`config.mk`:
```
export PLATFORM = sky130hd
export DESIGN_NAME = reg_wb_arbiter
export DESIGN_NICKNAME = d
export VERILOG_FILES = /design/src/rtl/regfile_pkg.sv /design/src/rtl/rr_arb2.sv /design/src/rtl/reg_wb_arbiter.sv
export SDC_FILE = /design/constraint.sdc
export NUM_CORES = 1
export LEC_CHECK = 0
export CORE_ASPECT_RATIO = 1.2
export CORE_MARGIN = 2
export CORE_UTILIZATION = 39
export CTS_CLUSTER_DIAMETER = 120
export DETAILED_ROUTE_END_ITERATION = 8
export PLACE_DENSITY = 0.92
export SLEW_MARGIN = 20
export SYNTH_ARGS = -nofsm -noshare
export SYNTH_HDL_FRONTEND = slang
export SYNTH_SLANG_ARGS = --single-unit
```
`constraint.sdc`:
```
create_clock -name clk -period 2.3 [get_ports clk]
set_clock_uncertainty 0.1 [all_clocks]
set_input_delay 0.69 -clock clk [delete_from_list [all_inputs] [get_ports clk]]
set_output_delay 0.69 -clock clk [all_outputs]
set_load 0.005 [all_outputs]
```
`src/rtl/regfile_pkg.sv`:
```
// Shared register-file writeback definitions: default widths, the x0 index
// and the per-requester writeback request payload.
package regfile_pkg;

  localparam int unsigned DEF_DATA_WIDTH = 32;
  localparam int unsigned DEF_REG_COUNT  = 32;
  localparam int unsigned DEF_REG_SIZE   = $clog2(DEF_REG_COUNT);

  // Architectural zero register: writes to it are accepted but dropped.
  localparam int unsigned REG_ZERO = 0;

  typedef struct packed {
    logic                      valid;
    logic [DEF_REG_SIZE-1:0]   rd;
    logic [DEF_DATA_WIDTH-1:0] data;
  } wb_req_t;

endpackage

```
`src/rtl/rr_arb2.sv`:
```
// Two-way writeback grant logic.
// Build option: WB_ARB_RR_EN adds a one-bit round-robin priority pointer;
// without it requester 0 always wins and no state exists.
// Ports:
//   clk, rstN        clock / async active-low reset (pointer build only)
//   valid0, valid1   request inputs
//   ready0, ready1   combinational one-hot-or-zero grants
module rr_arb2 (
`ifdef WB_ARB_RR_EN
  input  logic clk,
  input  logic rstN,
`endif
  input  logic valid0,
  input  logic valid1,
  output logic ready0,
  output logic ready1
);

`ifdef WB_ARB_RR_EN
  logic ptr_q;
  logic ptr_d;

  // Pointer names the conflict winner; it moves to the loser after a grant.
  always_comb begin
    ready0 = 1'b0;
    ready1 = 1'b0;
    ptr_d  = ptr_q;
    if (valid0 && valid1) begin
      ready0 = ~ptr_q;
      ready1 = ptr_q;
    end else begin
      ready0 = valid0;
      ready1 = valid1;
    end
    if (ready0) begin
      ptr_d = 1'b1;
    end else if (ready1) begin
      ptr_d = 1'b0;
    end
  end

  always_ff @(posedge clk or negedge rstN) begin
    if (!rstN) begin
      ptr_q <= 1'b0;
    end else begin
      ptr_q <= ptr_d;
    end
  end
`else
  // Fixed priority: requester 0 wins every conflict.
  always_comb begin
    ready0 = valid0;
    ready1 = valid1 & ~valid0;
  end
`endif

endmodule

```
`src/rtl/reg_wb_arbiter.sv`:
```
// Register-file writeback arbiter: merges ALU (0) and LSU (1) writeback
// requests into one registered write port with one cycle of latency.
// Build option: WB_ARB_RR_EN selects round-robin conflict resolution
// (default: requester 0 has fixed priority).
// Ports:
//   clk, rstN              clock / async active-low reset
//   valid0/1, rd0/1, data0/1  writeback requests
//   ready0/1               combinational grants
//   wen, rd, data_in       registered register-file write port
//   pend_mask              registered one-hot of the staged write target
module reg_wb_arbiter
  import regfile_pkg::*;
#(
  parameter int unsigned DATA_WIDTH = DEF_DATA_WIDTH,
  parameter int unsigned REG_COUNT  = DEF_REG_COUNT,
  parameter int unsigned REG_SIZE   = $clog2(REG_COUNT)
) (
  input  logic                  clk,
  input  logic                  rstN,
  input  logic                  valid0,
  input  logic                  valid1,
  input  logic [REG_SIZE-1:0]   rd0,
  input  logic [REG_SIZE-1:0]   rd1,
  input  logic [DATA_WIDTH-1:0] data0,
  input  logic [DATA_WIDTH-1:0] data1,
  output logic                  ready0,
  output logic                  ready1,
  output logic                  wen,
  output logic [REG_SIZE-1:0]   rd,
  output logic [DATA_WIDTH-1:0] data_in,
  output logic [REG_COUNT-1:0]  pend_mask
);

  logic                  wen_q, wen_d;
  logic [REG_SIZE-1:0]   rd_q, rd_d;
  logic [DATA_WIDTH-1:0] data_q, data_d;
  logic [REG_COUNT-1:0]  pend_mask_q, pend_mask_d;

  rr_arb2 u_arb (
`ifdef WB_ARB_RR_EN
    .clk    (clk),
    .rstN   (rstN),
`endif
    .valid0 (valid0),
    .valid1 (valid1),
    .ready0 (ready0),
    .ready1 (ready1)
  );

  // Stage the granted request; x0 targets update rd/data but never assert wen.
  always_comb begin
    wen_d       = 1'b0;
    rd_d        = rd_q;
    data_d      = data_q;
    pend_mask_d = '0;
    if (valid0 && ready0) begin
      rd_d   = rd0;
      data_d = data0;
      wen_d  = (rd0 != REG_SIZE'(REG_ZERO));
    end else if (valid1 && ready1) begin
      rd_d   = rd1;
      data_d = data1;
      wen_d  = (rd1 != REG_SIZE'(REG_ZERO));
    end
    if (wen_d) begin
      pend_mask_d = REG_COUNT'(1) << rd_d;
    end
  end

  always_ff @(posedge clk or negedge rstN) begin
    if (!rstN) begin
      wen_q       <= 1'b0;
      rd_q        <= '0;
      data_q      <= '0;
      pend_mask_q <= '0;
    end else begin
      wen_q       <= wen_d;
      rd_q        <= rd_d;
      data_q      <= data_d;
      pend_mask_q <= pend_mask_d;
    end
  end

  assign wen       = wen_q;
  assign rd        = rd_q;
  assign data_in   = data_q;
  assign pend_mask = pend_mask_q;

endmodule

```
# Word level (Yosys, flattened, before mapping)
# Cells that the tools add are included.
totals:
  ff_bits: 70
  out_inout_bits: 72
  word_cells: 18
  input_bits: 78
op_classes:
  reduce_logical: 4
  n_mux: 7
  n_shift: 1
  bitwise: 2
op_table:
  columns: ["operator", "count"]
  rows:
  - ["two-way mux 32 bit", 3]
  - ["<< shifter 1 x 5 -> 32 bit (first input constant)", 1]
  - ["two-way mux 5 bit", 2]
  - ["nonzero test 5 bit", 2]
  - ["two-way mux 1 bit", 2]
  - ["nonzero test 2 bit", 1]
  - ["AND 1 bit", 1]
  - ["logical AND 1 bit", 1]
  - ["inverter 1 bit", 1]

# Longest topological paths before layout
# Gate-level depths: netlist of run 1.
logic_depth:
  depth_word: 7
  depth_mapped: 7
  mapped_depth_nobuf: 5

# Hierarchy
# Synthesis of run 1 repeated with hierarchy kept, for this count alone.
hier_totals:
  hier_cells: 275
  area_unflattened_um2: 2975.4
by_module_without_submodules:
  columns: ["module", "seq_area_each_um2", "area_each_um2", "instances", "cells_each"]
  rows:
  - ["reg_wb_arbiter", 1751.7, 2954.1, 1, 273]
  - ["rr_arb2", 0.0, 21.3, 1, 2]

# Least setup slack after synthesis of run 1
# Ideal clock, no wire load.
synth_path:
  kind: "input -> output"
  from: "input port valid1"
  to: "output port ready1"
  setup_slack_ns: 0.072
  path_stages: 4
  arrival_time_ns: 1.438
  cell_sequence: "buf_6 -> buf_2 -> buf_2 -> nor2b_1"
synth_between:
  elab_chain_cells: 1
synth_lines:
  columns: ["item", "line_no", "text"]
  rows:
  - ["start, declared", "reg_wb_arbiter.sv:21", "input logic valid1,"]
  - ["AND 1 bit", "rr_arb2.sv:53", "ready1 = valid1 & ~valid0;"]
  - ["end, declared", "reg_wb_arbiter.sv:27", "output logic ready1,"]
# No other way between the ends.

# Final worst setup path of run 1
layout_path:
  from: "input port rd1[0]"
  to: "register pend_mask_q[12], in the netlist pend_mask[12]"
layout_between:
  elab_chain_cells: 4
  elab_cells_between_ends: 7
  cone_classes: "shift: 1; mux: 5; reduce/logical: 1"
layout_lines:
  columns: ["item", "line_no", "text"]
  rows:
  - ["start, declared", "reg_wb_arbiter.sv:23", "input logic [REG_SIZE-1:0] rd1,"]
  - ["two-way mux 5 bit", "reg_wb_arbiter.sv:60", "end else if (valid1 && ready1) begin"]
  - ["two-way mux 5 bit", "reg_wb_arbiter.sv:56", "if (valid0 && ready0) begin"]
  - ["net rd_d[0]", "reg_wb_arbiter.sv:35", "logic [REG_SIZE-1:0] rd_q, rd_d;"]
  - ["<< shifter 1 x 5 -> 32 bit", "reg_wb_arbiter.sv:66", "pend_mask_d = REG_COUNT'(1) << rd_d;"]
  - ["two-way mux 32 bit", "reg_wb_arbiter.sv:65", "if (wen_d) begin"]
  - ["net pend_mask_d[12]", "reg_wb_arbiter.sv:37", "logic [REG_COUNT-1:0] pend_mask_q, pend_mask_d;"]
  - ["end signal, assigned", "reg_wb_arbiter.sv:80", "pend_mask_q <= pend_mask_d;"]
  - ["end, declared", "reg_wb_arbiter.sv:37", null]
# The timed path passes the listed nets, and every way through them passes these cells.
# A chain may end at the register's enable or synchronous reset.

==> impl_metrics.py, run 1 <==
metrics = {
    "synthesis": {
        "synth_cells": 253,
        "synth_cell_type_count": 28,
        "ys_top_cells_by_count": "dfrtp_1 (70), nand2_1 (40), mux2i_1 (36), o21ai_0 (33), nor2_1 (17)",
        "ys_seq_area_share_pct": 61.30,
        "syn-cell-area_um2": 2858,
        "synth_top_cell_by_area": "dfrtp_1",
        "async_flop_share_pct": 100.0,
        "synthTopCellsByArea": "dfrtp_1 (61%), mux2i_1 (13%), o21ai_0 (5.8%)",
        "synth_most_common_cell": "dfrtp_1",
        "synth_edf_count": 0,
        "synth_warnings": 0,
        "synth_flop_cell": "dfrtp_1",
        "synth-seq-cells": 70,
        "syn_avg_cell_area_um2": 11.30,
        "synth.top_cell.area_share_pct": 61.30,
        "syn_nets": 331,
    },
    "final_layout": {
        "final_nets": 491,
        "drive_gt1_share_pct": 10.77,
        "area_growth_pct": 63.62,
        "antenna_cells": 0,
        "utilization_pct": 65.04,
        "multi_input_area_um2": 1006,
        "seq_area_um2": 1752,
        "fillers": 555,
    },
    "sta": {
        "setup_viol": 0,
        "fmax_mhz": 480.7,
        "tightestPinTransition_ns": 0.5591,
        "post-route-period-util_pct": 90.44,
        "finalCriticalPeriod_ns": 2.080,
        "totalNegativeSetupSlack_ns": 0,
        "rsz0062_at_grt": "false",
        "slew_violations": 0,
        "report.final.hold_viol_count": 0,
        "slew_headroom_pct": 62.72,
    },
    "flow_run": {
        "maxCapViolCount": 0,
    },
    "clock_tree": {
        "clkLatencyLatePin_ns": 0.33,
        "cts_num_sinks": 70,
        "numCtsBuffers": 9,
        "htree_levels": 3,
        "cts_tree": "built",
        "clk_pin_slew_worst_paths_ns": 0.09,
        "post_cts_buffers": 0,
        "clockRootBuffer": "clkbuf_8",
        "clk_path_buf_depth": 2,
    },
    "drt": {
        "wl_um": 8320,
        "dr_total_vias": 2492,
        "drc": 0,
        "wl_per_cell_um": 16.38,
        "via_per_inst": 4.906,
        "first_pass_iters": 4,
        "ant_nets": 0,
        "drtIter0Drc": 73,
    },
    "worst_hold_path": {
        "holdCritPathClass": "input pin to async pin",
    },
    "global_routing": {
        "antenna_found_initial": 0,
        "gr-total-overflow": 0,
        "grt_pass1_wl_um": 12850,
        "grt_start_max_net_pins": 65,
        "grt_use_total_pct": 21.39,
        "grt_pass1_vias": 2653,
    },
    "die": {
        "fp.coreArea_um2": 7189,
        "num_rows": 34,
        "die_h_um": 97.77,
        "die_x_um": 82.14,
        "initial_core_util_pct": 39.75,
        "die-area_um2": 8031,
        "ios": 150,
    },
    "power_and_ir_drop": {
        "ir_drop_v": 0.0005958,
        "power.leakage_uw": 0.002062,
        "powerDensity_nw_per_um2": 596.4,
    },
    "outcome": {
        "outcome": "complete, no violations",
    },
    "worst_setup_path": {
        "reg2reg_depth": 5,
        "arrival_ns": 2.23,
        "path_class": "input pin to flip-flop",
        "r2r-start": "rd[0]",
        "worstSetupStartpointType": "input pin",
        "r2r_slack_ns": 0.62,
        "cp.required_ns": 2.45,
        "worstPathMaxFanout": 4,
        "cp-end-kind": "flip-flop",
        "rr_endpoint": "pend_mask[12]",
    },
    "placed_design": {
        "hpwl_um": 6243,
        "gp_congestion": 0.7555,
        "io_buffers": 149,
    },
}
## timing repair
item,CTS,global route
endpoints found under the setup margin,1,0
hold buffers,0,0
gates resized for setup,1,0
## how the worst max path moves through the flow
| stage | startpoint | end | slack, ns | cells past startpoint |
|---|---|---|---|---|
| detailed placement | rd1[0] | pend_mask[12] | -0.11 | 6 |
| floorplan | valid1 | ready1 | 0.07 | 4 |
| finish | rd1[0] | pend_mask[12] | 0.22 | 6 |
| CTS | valid0 | ready0 | 0.21 | 2 |
| global route | rd1[3] | pend_mask[1] | 0.12 | 6 |
| global placement | rd1[0] | pend_mask[8] | -0.09 | 6 |
## flip-flops by register name (all words and copies together) (netlist names)
signal     cells
wen            1
data_in       32
rd             5
pend_mask     32
## cell usage in the layout, fill, tap and decap left out, types with 2 or more instances in the layout
cell type	instances
buf_4	16
nand2_1	40
clkinvlp_4	4
clkbuf_8	9
o21ai_0	33
inv_1	2
nand3_1	4
mux2i_1	36
nor2_1	17
o21a_1	2
dfrtp_1	70
nor3_1	12
clkdlybuf4s50_1	145
buf_2	3
or3_1	2
nor4_1	2
or3_4	2
nor3_2	3
## worst max-delay path, cell delays in order
cell and delay, ns:
clkdlybuf4s50_1 0.43, mux2_4 0.28, mux2i_4 0.17, inv_2 0.07
or3_4 0.42, nor3_2 0.17
## cells by family (layout without fill, tap and decap cells)
kind of cell    count (synthesis)  count (layout)  synth area share, %
flops                          70              70                61.30
simple gates                   84              84                13.49
other cells                     1               1               0.1312
mux                            39              39                14.32
buf+inv                        21             186                3.503
compound gates                 38              38                7.268
## final cells by class
| type | count | area share [%] |
|---|---|---|
| flip-flops and latches | 70 | 37.46 |
| well taps | 90 | 2.408 |
| clock buffers | 10 | 2.729 |
| repair buffers | 166 | 34.55 |
| multi-input cells | 162 | 21.51 |
| inverters | 4 | 0.3211 |
| clock inverters | 6 | 1.017 |
## power by group
part           switching (µW)  internal [µW]  total, µW  leakage, µW
combinational             228            343        571      0.00109
sequential               36.8           1300       1340     0.000898
clock                     479            397        876    0.0000751
## metal layers
| layer | track usage [%] | up-vias | share of wire [%] |
|---|---|---|---|
| met1 | 22.89 | 1190 | 37 |
| met2 | 37.71 | 105 | 52 |
| met5 | 0 | - | 0 |
| met3 | 8.318 | 12 | 9.6 |
| met4 | 7.051 | 0 | 1.7 |
| li1 | - | 1185 | - |
## metrics by stage
| stage | cell area, µm² | hold slack (ns) | setup slack, ns | total power (µW) | std cells |
|---|---|---|---|---|---|
| floorplan | 2858 | 0.2944 | 0.07205 | 1550 | 253 |
| global route | 4676 | 0.1195 | 0.1202 | 2929 | 508 |
| CTS | 4676 | 0.1130 | 0.2120 | 2823 | 508 |
| global placement | 4502 | 0.4488 | -0.08512 | 1921 | 492 |
| finish | 4676 | 0.1195 | 0.2199 | 2788 | 508 |
| detailed placement | 4502 | 0.4579 | -0.1137 | 1941 | 492 |
Power figures use the tool's default switching activity.
==> inputs of run 2 (changes only) <==
--- a/config.mk
+++ b/config.mk
@@ -7,10 +7,10 @@
 export LEC_CHECK = 0
 export CORE_ASPECT_RATIO = 1.2
 export CORE_MARGIN = 2
-export CORE_UTILIZATION = 39
+export CORE_UTILIZATION = 25
 export CTS_CLUSTER_DIAMETER = 120
 export DETAILED_ROUTE_END_ITERATION = 8
-export PLACE_DENSITY = 0.92
+export PLACE_DENSITY = 0.67
 export SLEW_MARGIN = 20
 export SYNTH_ARGS = -nofsm -noshare
 export SYNTH_HDL_FRONTEND = slang
==> impl_metrics.py, run 2 (same netlist as run 1, synthesis figures left out) <==
metrics = {
    "global_routing": {
        "grt_pass1_wl_um": 13030,
        "grt_start_max_net_pins": 65,
        "antenna_found_initial": 0,
        "grt_use_total_pct": 13.98,
        "gr-total-overflow": 0,
        "grt_pass1_vias": 2540,
    },
    "worst_hold_path": {
        "holdCritPathClass": "input pin to async pin",
    },
    "power_and_ir_drop": {
        "power_uw": 3428,
        "powerDensity_nw_per_um2": 698.2,
        "swShare_pct": 23.73,
        "ir_drop_v": 0.0004462,
        "power_frac_seq_pct": 39.2,
        "internal_power_uw": 2614,
        "p_switching_uw": 813.6,
        "p_clk_share_pct": 44.2,
        "power_frac_comb_pct": 16.6,
        "power.leakage_uw": 0.002145,
    },
    "die": {
        "die-area_um2": 12310,
        "fp.coreArea_um2": 11090,
        "initial_core_util_pct": 25.77,
        "ios": 150,
        "die_h_um": 121.1,
        "num_rows": 42,
        "die_x_um": 101.6,
    },
    "worst_setup_path": {
        "worstSetupStartpointType": "input pin",
        "arrival_ns": 1.38,
        "reg2reg_depth": 5,
        "cp-end-kind": "primary output",
        "path_class": "input pin to primary output",
        "cp.required_ns": 1.51,
        "r2r_slack_ns": 0.65,
        "worstPathMaxFanout": 3,
    },
    "drt": {
        "wl_per_cell_um": 14.72,
        "wl_met1_um": 3412,
        "wl_met3_um": 751,
        "ant_nets": 0,
        "dr_total_vias": 2448,
        "first_pass_iters": 4,
        "drtIter0Drc": 76,
        "highest_layer": "met4",
        "drc": 0,
        "wl_um": 8391,
        "route.met2.wl_um": 3963,
        "via_per_inst": 4.295,
    },
    "final_layout": {
        "final_nets": 489,
        "final_area_um2": 4910,
        "drive_gt1_share_pct": 10.58,
        "area_growth_pct": 71.80,
        "finalNonFillerCells": 570,
        "utilization_pct": 44.28,
        "final_common_cell": "clkdlybuf4s50_1",
        "antenna_cells": 0,
        "layout_common_cells": "clkdlybuf4s50_1 (145), dfrtp_1 (70), nand2_1 (40)",
    },
    "clock_tree": {
        "cts_tree": "built",
        "clockRootBuffer": "clkbuf_16",
        "clkLatencyLatePin_ns": 0.33,
        "htree_levels": 3,
        "cts_hold_buffers": 0,
        "cts_num_sinks": 70,
        "cts_resized": 1,
        "clk_path_buf_depth": 2,
        "numCtsBuffers": 9,
        "post_cts_buffers": 0,
        "clk_pin_slew_worst_paths_ns": 0.06,
    },
    "placed_design": {
        "dp.cells": 554,
        "gp_congestion": 0.7410,
        "place_area_um2": 4582,
        "hpwl_um": 6188,
        "io_buffers": 149,
    },
    "sta": {
        "finalCriticalPeriod_ns": 2.174,
        "fmax_mhz": 460.0,
        "tightestPinTransition_ns": 0.5677,
        "post-route-period-util_pct": 94.52,
        "setup_viol": 0,
        "slew_violations": 0,
        "report.final.hold_viol_count": 0,
        "rsz0062_at_grt": "false",
        "slew_headroom_pct": 62.15,
    },
    "flow_run": {
        "maxCapViolCount": 0,
    },
    "outcome": {
        "outcome": "complete, no violations",
    },
}
==> run 2: power by group through the flow <==
stage	Clock (µW)	Sequential [µW]	Combinational [µW]
2_1_floorplan	0	1370	180
3_3_place_gp	0	1360	572
3_5_place_dp	0	1370	578
4_1_cts	1570	1340	581
5_1_grt	1620	1350	624
6_report	1520	1340	570
==> run 2: area by class of cell <==
class                           count  area (µm²)
Clock buffer                        9       225.2
Clock inverter                      7       103.9
Fill cell                        1051        6178
Inverter                            4       15.01
Multi-Input combinational cell    162        1006
Sequential cell                    70        1752
Tap cell                          154       192.7
Timing Repair Buffer              164        1615
==> run 2: path summary, 6_finish.rpt <==
path                        startpoint            end
min reg2reg                data_in[28]    data_in[28]
max in group asynchronous         rstN  pend_mask[26]
max reg2reg                      rd[0]  pend_mask[12]
min                               rstN    data_in[12]
max                             valid0         ready0
min in group clk           data_in[28]    data_in[28]
==> run 2: worst max-delay path, stage by stage <==
cell             delay [ns]
buf_2                  0.10
buf_4                  0.11
clkdlybuf4s50_1        0.48
==> run 2: per-stage QoR <==
step	TNS, ns	worst slack (ns)	hold WS (ns)
floorplan	0	0.07205	0.2944
global placement	-0.6020	-0.08393	0.4510
detailed placement	-1.224	-0.1647	0.4599
CTS	0	0.1243	0.1958
global route	0	0.1081	0.2219
finish	0	0.1261	0.1900
==> run 2: layer usage <==
metal,vias up,GRT usage [%]
met4,0,7.601
met1,1157,16.12
li1,1179,-
met5,-,0
met3,13,4.666
met2,99,22.62
